===== src/rtl/crc_framer_if.sv =====
// crc_framer_if -- byte-stream bundle between an upstream source, the
// CRC framer and its downstream sink.
//
// Build option: CRC_FRAMER_ERR_EN adds the errout protocol-error pulse.
//
// Signals
//   pushin    upstream byte valid
//   datain    upstream payload byte
//   startin   datain is the first byte of a frame
//   endin     datain is the last byte of a frame
//   readyout  framer accepts pushin this cycle
//   pushout   downstream byte valid
//   dataout   downstream byte (payload, then FCS least significant first)
//   startout  first byte of the framed output
//   endout    last byte of the framed output (last FCS byte)
//   errout    one-cycle protocol-error pulse (CRC_FRAMER_ERR_EN only)
//
// Modports
//   master  upstream/downstream side (drives the inputs of the framer)
//   slave   the framer itself
interface crc_framer_if;
    logic       pushin;
    logic [7:0] datain;
    logic       startin;
    logic       endin;
    logic       readyout;
    logic       pushout;
    logic [7:0] dataout;
    logic       startout;
    logic       endout;
`ifdef CRC_FRAMER_ERR_EN
    logic       errout;

    modport master (
        output pushin, datain, startin, endin,
        input  readyout, pushout, dataout, startout, endout, errout
    );

    modport slave (
        input  pushin, datain, startin, endin,
        output readyout, pushout, dataout, startout, endout, errout
    );
`else
    modport master (
        output pushin, datain, startin, endin,
        input  readyout, pushout, dataout, startout, endout
    );

    modport slave (
        input  pushin, datain, startin, endin,
        output readyout, pushout, dataout, startout, endout
    );
`endif
endinterface


===== src/rtl/crc_framer.sv =====
// crc_framer -- appends a CRC-32 FCS (reflected poly 0xEDB88320, init
// 0xFFFFFFFF, final inversion) to each byte frame passing through.
//
// Build option: CRC_FRAMER_ERR_EN adds bus.errout, a one-cycle pulse after
// any edge where a byte is dropped in IDLE, a frame is restarted in DATA,
// or pushin is asserted while readyout is low.
//
// Ports
//   clk  rising-edge clock, sole clock domain
//   rst  synchronous reset, active-low
//   bus  crc_framer_if.slave byte-stream bundle (see crc_framer_if.sv)
//
// Payload bytes come out two register stages after the input edge, so a
// byte accepted at edge N appears after edge N+1. FCS bytes are produced by
// the APPEND state into the same pipeline, landing right behind the last
// payload byte, and readyout is low for the four APPEND cycles.
module crc_framer (
    input  logic        clk,
    input  logic        rst,
    crc_framer_if.slave bus
);

    localparam logic [31:0] CRC_POLY = 32'hEDB88320;
    localparam logic [31:0] CRC_INIT = 32'hFFFFFFFF;

    typedef enum logic [1:0] {
        IDLE   = 2'd0,
        DATA   = 2'd1,
        APPEND = 2'd2
    } state_t;

    state_t      state, state_nxt;
    logic [1:0]  cnt, cnt_nxt;
    logic [31:0] crc, crc_nxt;

    logic        vld_p0, sop_p0, eop_p0;
    logic [7:0]  data_p0;
    logic        vld_p1, sop_p1, eop_p1;
    logic [7:0]  data_p1;
    logic        vld_p2, sop_p2, eop_p2;
    logic [7:0]  data_p2;

    // Bit-serial form of the byte table update
    // crc = (crc >> 8) ^ T[(crc ^ byte) & 0xFF]; the two are identical
    // because the update is linear over GF(2).
    function automatic logic [31:0] crc_byte(input logic [31:0] c_in,
                                             input logic [7:0]  b);
        logic [31:0] c;
        c = c_in ^ {24'd0, b};
        for (int i = 0; i < 8; i++) begin
            c = c[0] ? ((c >> 1) ^ CRC_POLY) : (c >> 1);
        end
        return c;
    endfunction

    function automatic logic [7:0] fcs_byte(input logic [31:0] c,
                                            input logic [1:0]  k);
        logic [31:0] fcs;
        fcs = ~c;
        return fcs[{k, 3'b000} +: 8];
    endfunction

    assign bus.readyout = (state != APPEND);

    // Stage p0: FSM decides what enters the output pipeline this cycle
    always_comb begin
        state_nxt = state;
        cnt_nxt   = cnt;
        crc_nxt   = crc;
        vld_p0    = 1'b0;
        sop_p0    = 1'b0;
        eop_p0    = 1'b0;
        data_p0   = 8'h00;
        case (state)
            IDLE: begin
                // Bytes without startin are dropped here.
                if (bus.pushin && bus.startin) begin
                    crc_nxt   = crc_byte(CRC_INIT, bus.datain);
                    vld_p0    = 1'b1;
                    sop_p0    = 1'b1;
                    data_p0   = bus.datain;
                    cnt_nxt   = 2'd0;
                    state_nxt = bus.endin ? APPEND : DATA;
                end
            end
            DATA: begin
                if (bus.pushin) begin
                    vld_p0  = 1'b1;
                    data_p0 = bus.datain;
                    if (bus.startin) begin
                        // Restart: old frame abandoned without an FCS.
                        crc_nxt = crc_byte(CRC_INIT, bus.datain);
                        sop_p0  = 1'b1;
                    end else begin
                        crc_nxt = crc_byte(crc, bus.datain);
                    end
                    if (bus.endin) begin
                        cnt_nxt   = 2'd0;
                        state_nxt = APPEND;
                    end
                end
            end
            APPEND: begin
                vld_p0  = 1'b1;
                data_p0 = fcs_byte(crc, cnt);
                if (cnt == 2'd3) begin
                    eop_p0    = 1'b1;
                    cnt_nxt   = 2'd0;
                    state_nxt = IDLE;
                end else begin
                    cnt_nxt = cnt + 2'd1;
                end
            end
            default: begin
                state_nxt = IDLE;
                cnt_nxt   = 2'd0;
            end
        endcase
    end

    // Stage p1/p2: two-deep output pipeline, cleared by reset so an
    // aborted frame emits nothing further.
    always_ff @(posedge clk) begin
        if (!rst) begin
            state   <= IDLE;
            cnt     <= 2'd0;
            crc     <= CRC_INIT;
            vld_p1  <= 1'b0;
            sop_p1  <= 1'b0;
            eop_p1  <= 1'b0;
            data_p1 <= 8'h00;
            vld_p2  <= 1'b0;
            sop_p2  <= 1'b0;
            eop_p2  <= 1'b0;
            data_p2 <= 8'h00;
        end else begin
            state   <= state_nxt;
            cnt     <= cnt_nxt;
            crc     <= crc_nxt;
            vld_p1  <= vld_p0;
            sop_p1  <= sop_p0;
            eop_p1  <= eop_p0;
            data_p1 <= data_p0;
            vld_p2  <= vld_p1;
            sop_p2  <= sop_p1;
            eop_p2  <= eop_p1;
            data_p2 <= data_p1;
        end
    end

    assign bus.pushout  = vld_p2;
    assign bus.startout = sop_p2;
    assign bus.endout   = eop_p2;
    assign bus.dataout  = data_p2;

`ifdef CRC_FRAMER_ERR_EN
    logic err_p0;
    logic err_p1;

    always_comb begin
        err_p0 = 1'b0;
        if (bus.pushin) begin
            if (!bus.readyout)
                err_p0 = 1'b1;
            else if (state == IDLE && !bus.startin)
                err_p0 = 1'b1;
            else if (state == DATA && bus.startin)
                err_p0 = 1'b1;
        end
    end

    // Stage p1: error pulse registered at the offending edge
    always_ff @(posedge clk) begin
        if (!rst)
            err_p1 <= 1'b0;
        else
            err_p1 <= err_p0;
    end

    assign bus.errout = err_p1;
`endif

endmodule


===== src/flat_wrapper.sv =====
// flat-port wrapper written by rule: the top's interface ports become plain ports
module crc_framer_flat 
  (clk, rst, bus_pushin, bus_datain, bus_startin, bus_endin, bus_readyout, bus_pushout, bus_dataout, bus_startout, bus_endout);
  crc_framer_if bus_i ();
  input  logic clk;
  input  logic rst;
  input wire logic [$bits(bus_i.pushin)-1:0] bus_pushin;
  input wire logic [$bits(bus_i.datain)-1:0] bus_datain;
  input wire logic [$bits(bus_i.startin)-1:0] bus_startin;
  input wire logic [$bits(bus_i.endin)-1:0] bus_endin;
  output wire logic [$bits(bus_i.readyout)-1:0] bus_readyout;
  output wire logic [$bits(bus_i.pushout)-1:0] bus_pushout;
  output wire logic [$bits(bus_i.dataout)-1:0] bus_dataout;
  output wire logic [$bits(bus_i.startout)-1:0] bus_startout;
  output wire logic [$bits(bus_i.endout)-1:0] bus_endout;
  assign bus_i.pushin = bus_pushin;
  assign bus_i.datain = bus_datain;
  assign bus_i.startin = bus_startin;
  assign bus_i.endin = bus_endin;
  assign bus_readyout = bus_i.readyout;
  assign bus_pushout = bus_i.pushout;
  assign bus_dataout = bus_i.dataout;
  assign bus_startout = bus_i.startout;
  assign bus_endout = bus_i.endout;
  crc_framer u_core (.clk(clk), .rst(rst), .bus(bus_i));
endmodule

===== config.mk =====
export PLATFORM = sky130hd
export DESIGN_NAME = crc_framer_flat
export DESIGN_NICKNAME = d
export VERILOG_FILES = /design/src/rtl/crc_framer_if.sv /design/src/rtl/crc_framer.sv /design/src/flat_wrapper.sv
export SDC_FILE = /design/constraint.sdc
export NUM_CORES = 1
export LEC_CHECK = 0
export ABC_CLOCK_PERIOD_IN_PS = 6300
export CORE_MARGIN = 2
export CORE_UTILIZATION = 47
export CTS_CLUSTER_SIZE = 28
export DETAILED_ROUTE_END_ITERATION = 7
export PLACE_DENSITY = 0.68
export SETUP_SLACK_MARGIN = 0.1
export SLEW_MARGIN = 20
export SYNTH_ARGS = -nofsm -noshare
export SYNTH_HDL_FRONTEND = slang
export SYNTH_SLANG_ARGS = --single-unit

===== constraint.sdc =====
create_clock -name clk -period 6.3 [get_ports clk]
set_clock_uncertainty 0.2 [all_clocks]
set_input_delay 1.26 -clock clk [delete_from_list [all_inputs] [get_ports clk]]
set_output_delay 1.26 -clock clk [all_outputs]
set_load 0.05 [all_outputs]

# Yosys cells after proc, flatten, opt, wreduce, memory -nomap -nowiden
# Index checks and enable logic that the tools add are counted.
[totals]
output_inout_bits = 12
elab_cells = 88
ff_bits = 58
[op_classes]
bitwise_logic = 19
reduce_logical = 7
shifts = 1
mux = 41
n_eq_ne = 8
addsub = 1
[op_table]
columns = ["op", "n"]
rows = [
  ["32-bit 2-to-1 mux", 19],
  ["13-bit NOT with 14-bit output", 16],
  ["32-bit one-hot mux with 2 select lines", 1],
  ["32-bit NOT", 1],
  ["8-bit NOT with 32-bit output", 1],
  ["32-bit by 6-bit variable part select with 8-bit output", 1],
  ["32-bit by 8-bit bitwise XOR with 32-bit output", 1],
  ["8-bit one-hot mux with 3 select lines", 1],
  ["2-bit 2-to-1 mux", 9],
  ["8-bit 2-to-1 mux", 2],
  ["2-bit one-hot mux with 3 select lines", 2],
  ["2-bit != test, second input constant", 3],
  ["3-bit AND reduction", 2],
  ["1-bit 2-to-1 mux", 5],
  ["2-bit equality test, second input constant", 2],
  ["2-bit by 1-bit != test with 1-bit output, second input constant", 2],
  ["4-bit AND reduction", 1],
  ["1-bit one-hot mux with 3 select lines", 1],
  ["2-bit by 1-bit adder with 2-bit output, second input constant", 1],
  ["2-bit by 1-bit equality test with 1-bit output, second input constant", 1],
  ["2-bit logical NOT", 1],
  ["1-bit one-hot mux with 2 select lines", 1],
  ["2-bit AND reduction", 1],
  ["2-bit nonzero test", 1],
  ["1-bit logical AND", 1],
]

# Longest topological paths before layout
[depth]
ltp_word = 20
mapped_depth = 7
mapped_depth_nobuf = 5

# Worst setup path before layout
# No wires, ideal clock.
[synth_timing]
path_kind = "input-to-reg"
startpoint = "input port bus_datain[1]"
endpoint = "register u_core.crc[19]"
t_arrival_ns = 2.754
path_buffers = 1
path_slack_ns = 3.216
required_ns = 5.969
stages = 6
setup_time_ns = 0.131
cell_sequence = "buf_6 -> xor2_4 -> xnor3_2 -> xnor3_4 -> mux2i_1 -> o21ai_0"
[synth_between]
elab_chain_cells = 12
word_cells_on_any_way = 22
classes_between = "mux: 20; bitwise: 2"
[synth_lines]
columns = ["item", "line", "source"]
rows = [
  ["from (decl)", "flat_wrapper.sv:8", "input wire logic [$bits(bus_i.datain)-1:0] bus_datain;"],
  ["32-bit by 8-bit bitwise XOR with 32-bit output / 8-bit NOT with 32-bit output (equally long branches)", "n/a", ""],
  ["32-bit 2-to-1 mux (8 in series)", "crc_framer.sv:51", "c = c[0] ? ((c >> 1) ^ CRC_POLY) : (c >> 1);"],
  ["32-bit 2-to-1 mux", "crc_framer.sv:90", "if (bus.startin) begin"],
  ["32-bit 2-to-1 mux", "crc_framer.sv:87", "if (bus.pushin) begin"],
  ["32-bit one-hot mux with 2 select lines (*)", "crc_framer.sv:74", "case (state)"],
  ["to (signal assigned)", "crc_framer.sv:139", "crc <= crc_nxt;"],
  ["to (decl)", "crc_framer.sv:34", "logic [31:0] crc, crc_nxt;"],
]
# Every way passes the cells marked *; elsewhere a longest branch is shown, timed or not. The select of a mux whose other input is x is not followed.
# A chain may end at the register's enable or synchronous reset.

# Final worst setup path
[layout_timing]
startpoint = "input port bus_datain[7]"
endpoint = "register u_core.crc[23]"
[layout_between]
elab_chain_cells = 13
word_cells_on_any_way = 24
classes_between = "mux: 20; bitwise: 4"
[layout_lines]
columns = ["item", "line"]
rows = [
  ["32-bit by 8-bit bitwise XOR with 32-bit output / 8-bit NOT with 32-bit output (equally long branches)", "n/a"],
  ["32-bit 2-to-1 mux", "crc_framer.sv:51"],
  ["13-bit NOT with 14-bit output (no source line)", "n/a"],
  ["32-bit 2-to-1 mux (7 in series)", "crc_framer.sv:51"],
  ["32-bit 2-to-1 mux", "crc_framer.sv:90"],
  ["32-bit 2-to-1 mux", "crc_framer.sv:87"],
  ["32-bit one-hot mux with 2 select lines (*)", "crc_framer.sv:74"],
]
# Marked as above.

==> run metrics <==
status=complete, no violations; largest buffer count on any clock path=2; final instance area=0.00437 sq mm; worst r2r src=u_core.state[1]; routed wl met2=4630 um; CP max FO=9; filler instances=752; Syn Std Cell Area=0.00400 sq mm; vias in the first global route=2890; Via Count=2963; H-tree levels=3; Yosys reg bits=58; flop2flop setup slack=3.78 ns; max-cap viol count=0; num ports=25; Synth Instances=402; total detailed-routing wirelength=10000 um; final slew viol count=0; TNS Setup=0 ns; Syn-to-layout area delta=9.23%; Hold-fix buffers, CTS=0; Synth top area share=0.290; Seq/Total Area, Yosys=0.290; hold path depth=1; Die Wd=96.2 um; Synth Area per Inst=9.94 sq um; FFs w/ async S/R, synth=0; largest area contributor in the netlist=dfxtp_1; largest net degree at the start of global routing=36; Worst-path clk slew=0.07 ns; Setup Buffers After CTS=0; sink of the worst hold path=u_core.bus.dataout[4]; Core ar.=0.00822 sq mm; drt first pass iters=4; Area after DPL=0.00419 sq mm; RD Place Congestion=0.939; met1 WL=4560 um; Core Util, Final=0.531; pre-CTS WS=2.21 ns; gr usage total=0.241; Distinct cells, synth=51; Hold WC Path Type=flip-flop to flip-flop; Worst Setup End Kind=flip-flop; Port-buffer cells=24; Multi-input gate area=0.00261 sq mm; worst r2r dst=u_core.crc[24]; initial antenna violation count=0; clk root buf=clkbuf_8; die height=96.2 um; Fmax=265 MHz; Rows=33; Initial Util=0.487; met3 WL=665 um; Skew-Pair Late Insertion Delay=0.35 ns; Final setup viols=0; Startpoint Class=input port; Post-synth EDFFs=0; RSZ-0062 raised after global routing=false; grt ovf=0; TritonCTS Buffers=9; layout cell share with drive strength beyond 1=0.110; hpwl dp=6920 um; CTS tree=built; first-pass GRT wire length=16100 um; Max Used Layer=met4; Tcrit/Tclk final=0.598; Worst Path Required=6.32 ns; Net Count, Synth=416; Worst EP arrival=3.79 ns; worst ir drop on vdd=0.110 mV; Final min period=3.77 ns; Synth area leaders=dfxtp_1, xnor2_1, xnor3_1; die area=0.00926 sq mm; synth warn=0; FF+latch area=0.00116 sq mm; P_leak=1.70 nW; actual slew at the worst max-slew pin=0.867 ns; power density over cell area=279 mW/mm^2; antenna viol nets, final=0; nets@finish=419; final setup margin=2.53 ns; DR iter-0 viols=174; CTS Sinks=58; WL per Instance=19.5 um; hold_sp=u_core.data_p1[4]; final-report hold violation count=0; FF-to-FF path depth=5; CP Class=input port to flip-flop; Slew HR=0.422; Antenna diodes=0; DRC violations left=0; top_reg_cell synth=dfxtp_1; overall power=1.22 mW; CTS resizes=0; vias per cell=5.75
==> cell usage after synthesis (3+ instances only) <==
master and instances:
buf_2 5, inv_1 4, clkbuf_8 4, dfxtp_1 58, buf_4 3, nor2b_1 11
and2_1 11, xnor2_1 69, nand3_1 3, xnor3_1 14, nand2_1 28, xnor3_4 3
mux4_2 8, and3_1 3, nor2_1 26, mux2i_1 3, xor2_1 25, buf_6 3
o211ai_1 14, o31ai_1 3, o311ai_0 4, o21ai_1 3, a21oi_1 25, xnor2_2 3
clkbuf_1 20, nor3_1 6, o21ai_0 8, a211oi_1 3
==> cell usage in the layout (no fill, tap or decap), types with 2 or more instances in the layout <==
cell,n
o211a_1,2
nand3_1,3
o32ai_1,2
o311ai_0,4
nor2_1,26
buf_4,4
a31oi_1,2
clkinvlp_4,3
o31ai_1,3
clkinv_2,2
nand3b_1,2
clkbuf_8,10
xnor3_2,2
xnor2_2,3
inv_1,4
xnor3_4,3
nor3_1,6
nand2_1,28
clkdlybuf4s50_1,24
a21oi_1,25
o211ai_1,14
and3_1,3
xnor2_1,69
xor2_1,25
xnor2_4,2
dfxtp_1,58
o21ai_0,8
a211oi_1,3
mux4_2,8
xnor3_1,14
and2_1,11
nor2b_1,11
mux2i_1,3
mux2_2,2
a22oi_1,2
o32a_1,2
o21ai_1,2
==> flip-flops by register name, summed over array words and instances, names as in the netlist <==
name / cells
u_core.vld_p1: 1
u_core.cnt: 2
u_core.bus.endout: 1
u_core.data_p1: 8
u_core.crc: 32
u_core.eop_p1: 1
u_core.state: 2
u_core.sop_p1: 1
u_core.bus.startout: 1
u_core.bus.pushout: 1
u_core.bus.dataout: 8
==> metal layers <==
metal / up-vias / GRT usage
li1: 1391 / -
met1: 1445 / 0.328
met2: 111 / 0.377
met3: 16 / 0.0540
met4: 0 / 0.0798
met5: - / 0
==> cells by family (layout without fill, tap and decap cells) <==
family	count (synthesis)	in the layout	synth area share
adders and majority gates	1	1	0.00313
AOI/OAI and AO/OA	77	77	0.127
buffers and inverters	40	48	0.0576
DFF	58	58	0.290
muxes	13	13	0.0582
xor gates and xnor gates	119	119	0.349
and+or+nand+nor	94	94	0.114
==> critical path: stages <==
cell and delay [ns]:
clkdlybuf4s50_1 0.94, xor2_4 0.33, xnor3_2 0.57, xnor3_2 0.46, xor2_1 0.15, o21ai_1 0.07
==> worst max path at each step <==
stage | start | to | slack (ns) | cells after the start
after CTS | bus_datain[7] | u_core.crc[23] | 2.58 | 6
after floorplan | bus_datain[1] | u_core.crc[19] | 3.22 | 6
after global routing | bus_datain[7] | u_core.crc[23] | 2.42 | 6
after global placement | bus_datain[7] | u_core.crc[19] | 2.22 | 6
after detailed placement | bus_datain[7] | u_core.crc[19] | 2.21 | 6
final | bus_datain[7] | u_core.crc[23] | 2.53 | 6
==> report_power, final <==
part           switching (mW)  internal (mW)  total, mW  leakage, nW
sequential             0.0366          0.392      0.429        0.476
clock                   0.169          0.153      0.322       0.0847
combinational           0.217          0.252      0.469         1.13
total                   0.423          0.797       1.22         1.70
==> stage by stage <==
step | std cells | hold WS, ns
after floorplan | 402 | 0.212
after global placement | 499 | 0.213
after detailed placement | 499 | 0.219
after CTS | 515 | 0.238
after global routing | 515 | 0.247
final | 515 | 0.235
==> area by class of cell <==
cell class / count / share of cell area
multi-input cells: 304 / 0.598
flip-flops and latches: 58 / 0.266
repair buffers: 28 / 0.0619
clock buffers: 10 / 0.0315
well taps: 105 / 0.0301
clock inverters: 6 / 0.00946
inverters: 4 / 0.00344
No activity file was read; power rests on OpenSTA's default activity.
